**src/rtl/bin_to_bcd_converter.sv**
```systemverilog
// Purpose : sequential double-dabble binary-to-BCD converter feeding a 4-digit display mux.
// Latency : START accepted at edge k -> digits/DONE at edge k+IN_WIDTH+1 (hex bypass: k+1).
// Backpres: START is only sampled in IDLE; requests while BUSY are dropped. Option macro: BIN_TO_BCD_HEX_BYPASS_EN.
module bin_to_bcd_converter #(
  parameter int IN_WIDTH  = 14,
  parameter int MAX_VALUE = 9999
) (
  input  logic                CLK,
  input  logic                RESET_N,
  input  logic                START,
`ifdef BIN_TO_BCD_HEX_BYPASS_EN
  input  logic                HEX_MODE,
`endif
  input  logic [IN_WIDTH-1:0] VALUE,
  output logic                BUSY,
  output logic                DONE,
  output logic                OVF,
  output logic [3:0]          DIGIT1,
  output logic [3:0]          DIGIT2,
  output logic [3:0]          DIGIT3,
  output logic [3:0]          DIGIT4
);

  // Shift register holds four BCD nibbles above the binary operand.
  localparam int SW = IN_WIDTH + 16;
  localparam int CW = $clog2(IN_WIDTH + 1);

  typedef enum logic [1:0] {
    S_IDLE  = 2'd0,
    S_SHIFT = 2'd1,
    S_LOAD  = 2'd2
  } state_t;

  state_t          state;
  state_t          state_nxt;
  logic [SW-1:0]   sr;
  logic [SW-1:0]   sr_adj;
  logic [CW-1:0]   cnt;
  logic            hex_q;
  logic            hex_req;
  logic            value_ovf;
  logic [15:0]     bcd_val;
  logic [15:0]     hex_val;

`ifdef BIN_TO_BCD_HEX_BYPASS_EN
  assign hex_req = HEX_MODE;
`else
  assign hex_req = 1'b0;
`endif

  assign value_ovf = (32'(VALUE) > 32'(MAX_VALUE));
  assign bcd_val   = sr[SW-1 -: 16];
  // In hex mode the operand is still sitting untouched in the low bits.
  assign hex_val   = 16'(sr[IN_WIDTH-1:0]);
  assign BUSY      = (state != S_IDLE);

  // State register.
  always_ff @(posedge CLK or negedge RESET_N) begin
    if (!RESET_N) state <= S_IDLE;
    else          state <= state_nxt;
  end

  // Next-state logic: the SHIFT phase ends on the edge where the counter hits zero.
  always_comb begin
    state_nxt = state;
    case (state)
      S_IDLE:  if (START) state_nxt = hex_req ? S_LOAD : S_SHIFT;
      S_SHIFT: if (cnt == CW'(1)) state_nxt = S_LOAD;
      S_LOAD:  state_nxt = S_IDLE;
      default: state_nxt = S_IDLE;
    endcase
  end

  // Add-3 correction on every BCD nibble >= 5 ahead of the shift.
  always_comb begin
    sr_adj = sr;
    for (int i = 0; i < 4; i++) begin
      if (sr[IN_WIDTH + 4*i +: 4] >= 4'd5)
        sr_adj[IN_WIDTH + 4*i +: 4] = sr[IN_WIDTH + 4*i +: 4] + 4'd3;
    end
  end

  // Datapath: capture, iterate, then publish digits with a one-cycle DONE.
  always_ff @(posedge CLK or negedge RESET_N) begin
    if (!RESET_N) begin
      sr     <= '0;
      cnt    <= '0;
      hex_q  <= 1'b0;
      OVF    <= 1'b0;
      DONE   <= 1'b0;
      DIGIT1 <= 4'd0;
      DIGIT2 <= 4'd0;
      DIGIT3 <= 4'd0;
      DIGIT4 <= 4'd0;
    end else begin
      DONE <= 1'b0;
      case (state)
        S_IDLE: begin
          if (START) begin
            sr    <= {16'b0, VALUE};
            cnt   <= CW'(IN_WIDTH);
            hex_q <= hex_req;
            OVF   <= hex_req ? 1'b0 : value_ovf;
          end
        end
        S_SHIFT: begin
          sr  <= {sr_adj[SW-2:0], 1'b0};
          cnt <= cnt - CW'(1);
        end
        S_LOAD: begin
          DONE <= 1'b1;
          if (hex_q) begin
            {DIGIT1, DIGIT2, DIGIT3, DIGIT4} <= hex_val;
          end else if (OVF) begin
            // Out-of-range input saturates the display at 9999.
            {DIGIT1, DIGIT2, DIGIT3, DIGIT4} <= 16'h9999;
          end else begin
            {DIGIT1, DIGIT2, DIGIT3, DIGIT4} <= bcd_val;
          end
        end
        default: ;
      endcase
    end
  end

endmodule

```
**config.mk**
```make
export PLATFORM = sky130hd
export DESIGN_NAME = bin_to_bcd_converter
export DESIGN_NICKNAME = d
export VERILOG_FILES = /design/src/rtl/bin_to_bcd_converter.sv
export SDC_FILE = /design/constraint.sdc
export NUM_CORES = 1
export LEC_CHECK = 0
export CORE_MARGIN = 2
export CORE_UTILIZATION = 50
export DETAILED_ROUTE_END_ITERATION = 7
export PLACE_DENSITY = 0.84
export SYNTH_ARGS = -nofsm -noshare
export SYNTH_HDL_FRONTEND = slang
export SYNTH_SLANG_ARGS = --single-unit
```
**constraint.sdc**
```tcl
create_clock -name CLK -period 2.02 [get_ports CLK]
set_input_delay 0.404 -clock CLK [delete_from_list [all_inputs] [get_ports CLK]]
set_output_delay 0.404 -clock CLK [all_outputs]
set_load 0.03 [all_outputs]
```
==> flow_summary.json, run 1 <==
{
  "outcome": "completed",
  "relSlewSlack_pct": 55.62,
  "synthCells": 257,
  "core_area_sq_um": 4786,
  "power.density_nw_per_um2": 1523,
  "p_comb_share_pct": 42.6,
  "slowest_stage": "dfrtp_1",
  "grt_setup_unrepaired": "no",
  "synth.largest_area_cell": "dfrtp_1",
  "synth_seq_cells": 54,
  "cp.depth": 2,
  "netlist_top_cells_area": "dfrtp_1, nand2_1, o21ai_0",
  "cts_buffer_depth": 2,
  "drive_gt1_share_pct": 8.503,
  "avgSynthCellArea_sq_um": 9.781,
  "syn_area_sq_um": 2514,
  "fin_tns_setup_ns": 0,
  "drtIter0Drc": 82,
  "die_w_microns": 74.91,
  "fmax_mhz": 548.1,
  "finalSetupViolCount": 0,
  "nNetsFinal": 320,
  "wl_per_cell_microns": 13.52,
  "grt_use_met1_pct": 26.07,
  "cts_tree": "yes",
  "fp.dieH_microns": 74.91,
  "die-area_sq_um": 5611,
  "power.internal_mw": 2.906,
  "synthDistinctLibCells": 31,
  "critPathLaunchType": "flip-flop",
  "io-pin-count": 36,
  "skew_ns": 0.009483,
  "fin_util_pct": 64.63,
  "min_path_type": "input port to async pin",
  "critPathKind": "flip-flop to output port",
  "cpPeakStageDelay_ns": 0.45,
  "rows": 25,
  "ys_warn_count": 0,
  "p_total_mw": 4.712,
  "grt_pass1_vias": 1892,
  "crit_family": "flip-flops",
  "drt_wl_total_mm": 4.880,
  "ys_seq_area_share_pct": 53.76,
  "vias_per_cell": 5.404,
  "grt_max_degree": 55,
  "pwr-share-clk_pct": 18.4,
  "p_leak_nw": 1.396,
  "post-place-ws_ns": 0.08486,
  "cts_buffers": 5,
  "fin_crit_sh_pct": 90.32,
  "swShare_pct": 38.31,
  "worst_pin_slew_ns": 0.6658,
  "met3_usage_pct": 3.614,
  "antenna_found_initial": 0,
  "rr_worst_depth": 6,
  "period_minus_slack_ns": 1.825,
  "hold_violations": 0,
  "clk_latency_ns": 0.31,
  "synth_top_area_share_pct": 53.76,
  "groute.usage.overall_pct": 19.78,
  "drc": 0,
  "crit_arrival_ns": 1.42,
  "cp_cell_sequence": "or2_2 -> dlygate4sd2_1",
  "cts_max_level": 2,
  "fin_ws_ns": 0.1955,
  "postRouteAntennaNets": 0,
  "cts_root_buf": "clkbuf_8",
  "numPortBuffers": 35,
  "p_sw_mw": 1.805,
  "overflow": 0,
  "dr_total_vias": 1951,
  "maxCapViolCount": 0,
  "worstPathRequired_ns": 1.62,
  "grt_pass1_wl_mm": 8.493,
  "maxSlewViolCount": 0,
  "syn-num-nets": 284,
  "first_pass_iters": 4,
  "top_usage_layer": "met2",
  "crit_buf_inv": 1,
  "clock_sinks": 54,
  "postCtsHoldBufs": 0,
  "grtUsageMet2_pct": 33.43,
  "dp_hpwl_mm": 3.533,
  "start_util_pct": 52.52,
  "area_growth_pct": 23.05,
  "antenna_cells": 0,
  "seq_power_share_pct": 39.0,
  "cp-end-kind": "output port",
  "cp_max_fo": 6,
  "final_area_sq_um": 3093,
  "ir_worst_vdd_mv": 0.6520,
  "routabilityCongestion": 0.7793,
  "path_clk_slew_ns": 0.10,
  "dpl_cell_area_sq_um": 2952
}
[layout make-up]
| type | instances | area (sq um) |
|---|---|---|
| clock buffer | 6 | 82.58 |
| clock inverter | 2 | 60.06 |
| fill | 408 | 1693 |
| inverter | 12 | 45.04 |
| multi-input combinational | 175 | 1051 |
| sequential | 54 | 1351 |
| tap | 67 | 83.83 |
| timing repair buffer | 45 | 419.2 |
[sequential cells by signal, summed over array words and instances, names as in the netlist]
signal / cells
DIGIT2: 4
DONE: 1
DIGIT1: 4
DIGIT3: 4
sr: 30
DIGIT4: 4
OVF: 1
state: 2
cnt: 4
[path summary, 6_finish.rpt]
| path | start | to | slack (ns) |
|---|---|---|---|
| min in group CLK | DIGIT4[0] | DIGIT4[0] | 0.48 |
| max | state[1] | BUSY | 0.20 |
| min | RESET_N | DIGIT3[1] | 0.20 |
| min reg2reg | DIGIT4[0] | DIGIT4[0] | 0.48 |
| max reg2reg | sr[18] | sr[20] | 0.33 |
| max in group asynchronous | RESET_N | DIGIT4[0] | 1.36 |
[Yosys cell counts]
cell type  instances
nand2_1           50
inv_1             12
o31ai_1           12
o311ai_0           1
a211oi_1           2
or3b_1             1
a22oi_1           13
and3_1             2
a21oi_1            4
nor3_1             3
nand3_1           11
nand2b_1           6
a32o_1             4
xor2_1             3
clkbuf_1           7
xnor2_1            4
or2_2              1
o21ai_0           26
nor2_1             9
nor3b_1            2
nor4_1             1
ha_1              10
buf_2              9
and2_1             1
a311o_1            2
nand2_2            1
nor2_2             1
nor2b_1            1
a31oi_1            2
mux2_2             2
dfrtp_1           54
[placed cells by master, fill, tap and decap left out, drive strengths merged, types with 2 or more instances in the layout]
master         count
dfrtp             54
nand2             51
clkdlybuf4s50     33
o21ai             26
a22oi             13
inv               12
o31ai             12
nand3             11
buf               11
ha                10
nor2              10
nand2b             6
clkbuf             6
a21oi              4
xnor2              4
a32o               4
xor2               3
nor3               3
mux2               2
and3               2
a311o              2
a211oi             2
a31oi              2
bufinv             2
nor3b              2
[power by group through the flow]
| stage | sequential (mW) | clock (mW) | combinational, mW |
|---|---|---|---|
| 2_1_floorplan | 1.99 | 0 | 1.22 |
| 3_3_place_gp | 1.83 | 0 | 1.95 |
| 3_5_place_dp | 1.85 | 0 | 2.03 |
| 4_1_cts | 1.83 | 0.890 | 2.02 |
| 5_1_grt | 1.89 | 0.929 | 2.27 |
| 6_report | 1.84 | 0.866 | 2.01 |
[kinds of logic after synthesis]
kind of cell	share of synthesized area (%)
XOR/XNOR	2.439
flip-flops	53.76
buffers and inverters	4.629
multiplexers	0.8959
adder cells (fa/ha/maj)	4.978
AO/OA/AOI/OAI	17.27
AND/OR/NAND/NOR	16.03
[worst reg2reg max path: cells and delay by family, from the launching register on]
family / cells / cell delay, ns
adder cells (fa/ha/maj): 1 / 0.21
AO/OA/AOI/OAI: 2 / 0.41
flip-flops: 1 / 0.44
AND/OR/NAND/NOR: 1 / 0.07
buffers and inverters: 1 / 0.11
multiplexers: 1 / 0.37
[through the flow]
step / hold slack (ns) / cells
2_1_floorplan: 0.1084 / 257
3_3_place_gp: 0.4591 / 353
3_5_place_dp: 0.4660 / 353
4_1_cts: 0.2301 / 361
5_1_grt: 0.2532 / 361
6_report: 0.1985 / 361
[routing by layer]
| layer | vias up | wire length, microns |
|---|---|---|
| met4 | 0 | 61 |
| met3 | 7 | 215 |
| met2 | 57 | 2340 |
| li1 | 962 | - |
| met1 | 925 | 2263 |
| met5 | - | 0 |
[timing repair]
| item | in CTS | in global routing |
|---|---|---|
| gates resized for setup | 1 | 0 |
| setup endpoints to repair | 1 | 0 |
| buffers inserted | 0 | 0 |
(Power assumes the default switching activity.)
==> run 2, diff against run 1 <==
--- a/config.mk
+++ b/config.mk
@@ -5,10 +5,12 @@
 export SDC_FILE = /design/constraint.sdc
 export NUM_CORES = 1
 export LEC_CHECK = 0
+export ABC_CLOCK_PERIOD_IN_PS = 2020
 export CORE_MARGIN = 2
 export CORE_UTILIZATION = 50
 export DETAILED_ROUTE_END_ITERATION = 7
 export PLACE_DENSITY = 0.84
+export SKIP_LAST_GASP = 1
 export SYNTH_ARGS = -nofsm -noshare
 export SYNTH_HDL_FRONTEND = slang
 export SYNTH_SLANG_ARGS = --single-unit
==> results of run 2 <==
Same layout as run 1: the final DEF is identical, and so are final timing and power.
